<file path="src/rtl/bram_stream_reader_if.sv">
// Bus bundle for bram_stream_reader.
//   Control : start, base_addr, len (in)    busy, done (out)
//   BRAM    : rd_dout (in)                  rd_addr (out)
//   Stream  : m_ready (in)                  m_data, m_valid, m_last (out)
// The master modport is the reader. The slave modport is the surrounding logic
// that drives the control inputs, the BRAM model and the stream sink.
interface bram_stream_reader_if #(
    parameter int unsigned D_SIZE  = 64,
    parameter int unsigned Q_DEPTH = 8
);
    logic               start;
    logic [Q_DEPTH-1:0] base_addr;
    logic [Q_DEPTH:0]   len;
    logic               busy;
    logic               done;
    logic [Q_DEPTH-1:0] rd_addr;
    logic [D_SIZE-1:0]  rd_dout;
    logic [D_SIZE-1:0]  m_data;
    logic               m_valid;
    logic               m_ready;
    logic               m_last;

    modport master (
        input  start, base_addr, len, rd_dout, m_ready,
        output busy, done, rd_addr, m_data, m_valid, m_last
    );

    modport slave (
        output start, base_addr, len, rd_dout, m_ready,
        input  busy, done, rd_addr, m_data, m_valid, m_last
    );
endinterface

</file>
<file path="src/rtl/bram_stream_reader.sv">
// bram_stream_reader: reads len consecutive words from a 1-cycle-latency BRAM
// read port, starting at base_addr and wrapping modulo 2**Q_DEPTH. The words
// are streamed out through a 2-entry output FIFO that is backpressure safe.
// Ports: clk, rst_n (synchronous, active-low), bus (bram_stream_reader_if.master).
// Optional feature: define BRAM_RD_LAST_EN to drive m_last on the final beat of
// each burst. When it is undefined, m_last is tied to 0.
module bram_stream_reader #(
    parameter int unsigned D_SIZE  = 64,
    parameter int unsigned Q_DEPTH = 8
) (
    input  logic                  clk,
    input  logic                  rst_n,
    bram_stream_reader_if.master  bus
);
    localparam int unsigned L_W = Q_DEPTH + 1;

    typedef enum logic [1:0] {IDLE, RUN, DRAIN, FIN} state_t;

    state_t            state;
    logic [L_W-1:0]    rem;         // addresses still to issue
    logic              pend;        // read issued last cycle, data on rd_dout now
    logic [D_SIZE-1:0] tail_data;   // second FIFO entry; the head is m_data/m_valid
    logic              tail_valid;

    logic [1:0]        load_c;
    logic              pop_c;
    logic              issue_c;
    logic              last_issue_c;

    // Flow control: a read is issued only if its word is sure to find a FIFO slot.
    always_comb begin
        pop_c        = bus.m_valid & bus.m_ready;
        load_c       = 2'(bus.m_valid) + 2'(tail_valid) + 2'(pend);
        issue_c      = (state == RUN) && ((load_c - 2'(pop_c)) < 2'd2);
        last_issue_c = issue_c && (rem == L_W'(1));
    end

    // Burst control FSM. rd_addr holds the next address to issue.
    always_ff @(posedge clk) begin
        if (!rst_n) begin
            state       <= IDLE;
            rem         <= '0;
            bus.rd_addr <= '0;
            bus.busy    <= 1'b0;
            bus.done    <= 1'b0;
        end else begin
            bus.done <= 1'b0;
            case (state)
                IDLE: begin
                    if (bus.start) begin
                        bus.rd_addr <= bus.base_addr;
                        rem         <= bus.len;
                        if (bus.len == '0) begin
                            state    <= FIN;
                            bus.done <= 1'b1;
                        end else begin
                            state    <= RUN;
                            bus.busy <= 1'b1;
                        end
                    end
                end
                RUN: begin
                    if (issue_c) begin
                        rem <= rem - L_W'(1);
                        // The last address stays on rd_addr after it is issued.
                        if (last_issue_c) begin
                            state <= DRAIN;
                        end else begin
                            bus.rd_addr <= bus.rd_addr + Q_DEPTH'(1);
                        end
                    end
                end
                DRAIN: begin
                    // The final word transfers when it is the only one left in the pipe.
                    if (pop_c && !tail_valid && !pend) begin
                        state    <= FIN;
                        bus.busy <= 1'b0;
                        bus.done <= 1'b1;
                    end
                end
                FIN: begin
                    state <= IDLE;
                end
                default: begin
                    state <= IDLE;
                end
            endcase
        end
    end

    // Read capture and 2-entry FIFO. The head entry drives the stream outputs directly.
    always_ff @(posedge clk) begin
        if (!rst_n) begin
            pend        <= 1'b0;
            tail_valid  <= 1'b0;
            tail_data   <= '0;
            bus.m_valid <= 1'b0;
            bus.m_data  <= '0;
        end else begin
            pend <= issue_c;
            if (pop_c || !bus.m_valid) begin
                if (tail_valid) begin
                    bus.m_data  <= tail_data;
                    bus.m_valid <= 1'b1;
                    tail_valid  <= pend;
                    if (pend) begin
                        tail_data <= bus.rd_dout;
                    end
                end else begin
                    bus.m_valid <= pend;
                    if (pend) begin
                        bus.m_data <= bus.rd_dout;
                    end
                end
            end else if (pend) begin
                tail_data  <= bus.rd_dout;
                tail_valid <= 1'b1;
            end
        end
    end

`ifdef BRAM_RD_LAST_EN
    logic pend_last;
    logic tail_last;

    // The last flag follows its word through the same pipe and FIFO as the data.
    always_ff @(posedge clk) begin
        if (!rst_n) begin
            pend_last  <= 1'b0;
            tail_last  <= 1'b0;
            bus.m_last <= 1'b0;
        end else begin
            pend_last <= last_issue_c;
            if (pop_c || !bus.m_valid) begin
                if (tail_valid) begin
                    bus.m_last <= tail_last;
                    tail_last  <= pend_last;
                end else begin
                    bus.m_last <= pend_last;
                end
            end else if (pend) begin
                tail_last <= pend_last;
            end
        end
    end
`else
    assign bus.m_last = 1'b0;
`endif

endmodule

</file>
<file path="src/flat_wrapper.sv">
// flat-port wrapper written by rule: the top's interface ports become plain ports
module bram_stream_reader_flat 
#(
    parameter int unsigned D_SIZE  = 64,
    parameter int unsigned Q_DEPTH = 8
)
  (clk, rst_n, bus_start, bus_base_addr, bus_len, bus_rd_dout, bus_m_ready, bus_busy, bus_done, bus_rd_addr, bus_m_data, bus_m_valid, bus_m_last);
  bram_stream_reader_if #(.D_SIZE(D_SIZE), .Q_DEPTH(Q_DEPTH)) bus_i ();
  input  logic clk;
  input  logic rst_n;
  input wire logic [$bits(bus_i.start)-1:0] bus_start;
  input wire logic [$bits(bus_i.base_addr)-1:0] bus_base_addr;
  input wire logic [$bits(bus_i.len)-1:0] bus_len;
  input wire logic [$bits(bus_i.rd_dout)-1:0] bus_rd_dout;
  input wire logic [$bits(bus_i.m_ready)-1:0] bus_m_ready;
  output wire logic [$bits(bus_i.busy)-1:0] bus_busy;
  output wire logic [$bits(bus_i.done)-1:0] bus_done;
  output wire logic [$bits(bus_i.rd_addr)-1:0] bus_rd_addr;
  output wire logic [$bits(bus_i.m_data)-1:0] bus_m_data;
  output wire logic [$bits(bus_i.m_valid)-1:0] bus_m_valid;
  output wire logic [$bits(bus_i.m_last)-1:0] bus_m_last;
  assign bus_i.start = bus_start;
  assign bus_i.base_addr = bus_base_addr;
  assign bus_i.len = bus_len;
  assign bus_i.rd_dout = bus_rd_dout;
  assign bus_i.m_ready = bus_m_ready;
  assign bus_busy = bus_i.busy;
  assign bus_done = bus_i.done;
  assign bus_rd_addr = bus_i.rd_addr;
  assign bus_m_data = bus_i.m_data;
  assign bus_m_valid = bus_i.m_valid;
  assign bus_m_last = bus_i.m_last;
  bram_stream_reader #(.D_SIZE(D_SIZE), .Q_DEPTH(Q_DEPTH)) u_core (.clk(clk), .rst_n(rst_n), .bus(bus_i));
endmodule
</file>
<file path="config.mk">
export PLATFORM = sky130hd
export DESIGN_NAME = bram_stream_reader_flat
export DESIGN_NICKNAME = d
export VERILOG_FILES = /design/src/rtl/bram_stream_reader_if.sv /design/src/rtl/bram_stream_reader.sv /design/src/flat_wrapper.sv
export SDC_FILE = /design/constraint.sdc
export NUM_CORES = 1
export LEC_CHECK = 0
export CORE_AREA = 2 2 117 119
export CTS_BUF_LIST = sky130_fd_sc_hd__clkbuf_8
export DETAILED_ROUTE_END_ITERATION = 12
export DIE_AREA = 0 0 119 121
export PLACE_DENSITY = 0.83
export SETUP_SLACK_MARGIN = 0.2
export SYNTH_ARGS = -nofsm -noshare
export SYNTH_HDL_FRONTEND = slang
export SYNTH_SLANG_ARGS = --single-unit
</file>
<file path="constraint.sdc">
create_clock -name clk -period 2.4 [get_ports clk]
set_input_delay 0.36 -clock clk [delete_from_list [all_inputs] [get_ports clk]]
set_output_delay 0.36 -clock clk [all_outputs]
set_load 0.01 [all_outputs]
</file>
==> key figures <==
Clock network
  – Number of buffers created by CTS: 17
  – Root Buffer: clkbuf_8
  – Clk_lat worst skew: approximately 0.45 ns
  – CTS H-tree lvls: 4
  – Total clock sinks: between 150 and 200
  – Max Root-Sink Buffers: 2
  – TritonCTS clock tree: built
  – Hold_buf cts: 0
  – Clock edge transition at the registers on the reported setup and hold paths: 0.08 ns

Timing
  – Fin. Hold Viols: 0
  – Tcrit/Tclk final: about nine tenths
  – Final Max Slew Viols: 0
  – RSZ-0062 raised after global routing: no
  – Slew of the pin with the lowest slew margin: roughly 0.50 ns
  – Worst Hold Slack: around 0.45 ns
  – Fmax: ~0.47 GHz
  – Setup Viol. Count Final: 0
  – Final Skew: roughly 0.0096 ns
  – Slew margin rel.: ~67%
  – Period minus WS final: approximately 2.1 ns

Place
  – Final HPWL DP: between 10000 and 15000 µm
  – Final Wtd Congestion: about 0.88
  – Port bufs: between 150 and 200

Worst setup path
  – Worst stage delay on the critical path: around 0.33 ns
  – Slowest cell on the critical path: dfxtp_2
  – Cells on worst reg2reg path: 10
  – R2R Setup Slk: between 0.2 and 0.3 ns
  – Worst Path Buf+Inv: 3
  – Critical path fanouts, max: 4
  – Worst r2r src: u_core.bus.m_valid
  – Setup crit end kind: register
  – Crit path kind: register to register
  – Arr. time, crit path: between 2 and 2.5 ns
  – Worst path depth: 10
  – Startpoint types: register
  – Crit-path cells: and2_4, ha_1, inv_2, ha_4, a21oi_4, buf_6, xor2_4, buf_4, a21oi_1, o32ai_1
  – Worst EP required: approximately 2.8 ns
  – Reg2reg end: u_core.bus.rd_addr[3]
  – Top delay family on crit path: compound AO/OA/AOI/OAI gates

Synthesis
  – Synth unique cells: 63
  – Syn Nets: 873
  – Sequential fraction of the synthesis area: 45.20%
  – Flops & latches, synth: approximately 150
  – YS warnings: 0
  – Area fraction of the dominant cell type after synthesis: between 40% and 50%
  – Synth Cell Area: between 0.006 and 0.007 mm²
  – EDFF count, synth: 0
  – Post-synth top cells: 152 x dfxtp_1, 143 x nand2_1, 78 x a21oi_1
  – Synth area leaders: dfxtp_1 45%, mux2i_1 9.8%, nand2_1 8.0%, a211oi_1 7.5%, a21oi_1 5.8%
  – Leading area contributor after synthesis: dfxtp_1
  – Cells after Synth: 780
  – Count leader, synth: dfxtp_1
  – Main flop type after synthesis: dfxtp_1
  – Async SR Flop Fraction: 0%
  – Mapped Avg Cell Area: between 8 and 9 µm²

Routing
  – DR top layer: met4
  – Via count of the routed design: 6110
  – DRT Wirelength: between 15000 and 20000 µm
  – Post-detailed-route wirelength per cell: between 15 and 20 µm
  – Vias per inst: approximately 5.5
  – Met1 Wirelength: around 7400 µm
  – DR WL met3: about 900 µm
  – Initial DRC Count: roughly 450
  – DRT antenna net count: 0
  – Metal2 WL: 8272 µm
  – Remaining DRCs: 0
  – DRT Pass-1 Iters: 5

Floorplan
  – Chip width: about 120 µm
  – Initial Util: around half
  – Rows: 42
  – Die height: around 120 µm
  – Die area: approximately 0.014 mm²
  – I/O Pins: approximately 160
  – Core area: ~0.013 mm²

Power and ir drop
  – Pwr Total: slightly above 8 mW
  – Peak supply drop: 0.6086 mV
  – Leakage: approximately 3 nW
  – Cell Pwr Density: 895.4 mW/mm²

GRT
  – Global-route usage over all layers: between 20% and 30%
  – Vias in the first global route: around 5700
  – Largest net degree at the start of global routing: 83
  – Antenna violations before repair: 0
  – GRT overflow: 0
  – First-pass GRT wire length: ~28000 µm

Min path
  – Hold depth: 2
  – Worst hold endpoint: u_core.tail_data[45]
  – Hold WC Path Type: register to register
  – Hold_sp: u_core.tail_data[45]

Layout
  – Post-layout net count: around 1000
  – # diodes: 0
  – Area growth syn-to-layout: 34.90%
  – Layout cells sized above 1: under 10%

Flow run
  – Maxcap violations: 0

Outcome
  – Outcome: complete, no violations
flip-flops by register name (all words and copies together), names as in the netlist:
| signal | cells |
|---|---|
| u_core.bus.m_data | 64 |
| u_core.bus.m_valid | 1 |
| u_core.bus.done | 1 |
| u_core.rem | 9 |
| u_core.state | 2 |
| u_core.tail_valid | 1 |
| u_core.pend | 1 |
| u_core.bus.rd_addr | 8 |
| u_core.tail_data | 64 |
| u_core.bus.busy | 1 |
repair_timing:
action,CTS,global route
pin swaps,4,3
gates cloned,1,0
setup buffers,3,0
setup endpoints to repair,17,14
hold endpoints to repair,0,0
gates resized for setup,3,9
tightest hold or removal path, cell delays in order (launching register included):
cell and delay (ns):
dfxtp_1 0.31, nand2_1 0.05, a21oi_1 0.05
layer usage:
layer	global-route usage, %	vias up
met1	29.80	2833
met5	0	-
li1	-	3068
met3	6.156	34
met4	10.12	0
met2	38.47	175
metrics by stage:
step	TNS, ns	instances	instance area, µm²	utilization [%]	worst slack (ns)
global placement	-4.753	1084	8569	65.49	-0.3424
finish	0	1120	9082	69.41	0.2855
floorplan	0	780	6733	-	0.2508
detailed placement	-6.151	1084	8569	65.49	-0.4216
CTS	0	1120	9056	69.21	0.2331
global route	0	1120	9082	69.41	0.2011
cell families after synthesis:
family	after synthesis	synth area share, %
AO/OA/AOI/OAI	195	18.99
XOR/XNOR	2	0.6506
flip-flops	152	45.20
adder cells (fa/ha/maj)	8	1.487
AND/OR/NAND/NOR	280	18.19
buffers and inverters	73	5.073
multiplexers	69	10.35
other	1	0.05570
power by group:
part	switching, mW	internal (mW)
sequential	0.306	2.91
combinational	1.44	1.42
clock	0.989	1.07
total	2.74	5.39
layout by cell type (no fill, tap or decap), types with 5 or more instances in the layout:
cell             instances
buf_12                   5
nand3_1                 13
ha_1                     7
nand2_1                143
nor2_1                  74
a211oi_1                67
a31oi_1                  6
nor3_1                  10
clkbuf_8                18
dfxtp_1                150
buf_4                   28
nor2b_1                  7
inv_1                    6
nor4_1                   7
clkdlybuf4s50_1        158
mux2i_1                 66
o32ai_1                  5
o21ai_0                 12
a21oi_1                 78
how the worst max path moves through the flow:
stage                        from                     to
4_1_cts               bus_m_ready  u_core.bus.rd_addr[4]
6_report       u_core.bus.m_valid  u_core.bus.rd_addr[3]
2_1_floorplan         bus_m_ready          u_core.rem[2]
3_3_place_gp          bus_m_ready  u_core.bus.rd_addr[5]
5_1_grt        u_core.bus.m_valid          u_core.rem[1]
3_5_place_dp          bus_m_ready        u_core.state[0]
final cells by class:
type | instances | area, µm²
clock inverters | 14 | 172.7
flip-flops and latches | 152 | 3048
inverters | 9 | 36.28
fillers | 1037 | 4003
multi-input cells | 556 | 3420
clock buffers | 18 | 247.7
repair buffers | 195 | 1938
well taps | 176 | 220.2
Power figures use the tool's default switching activity.
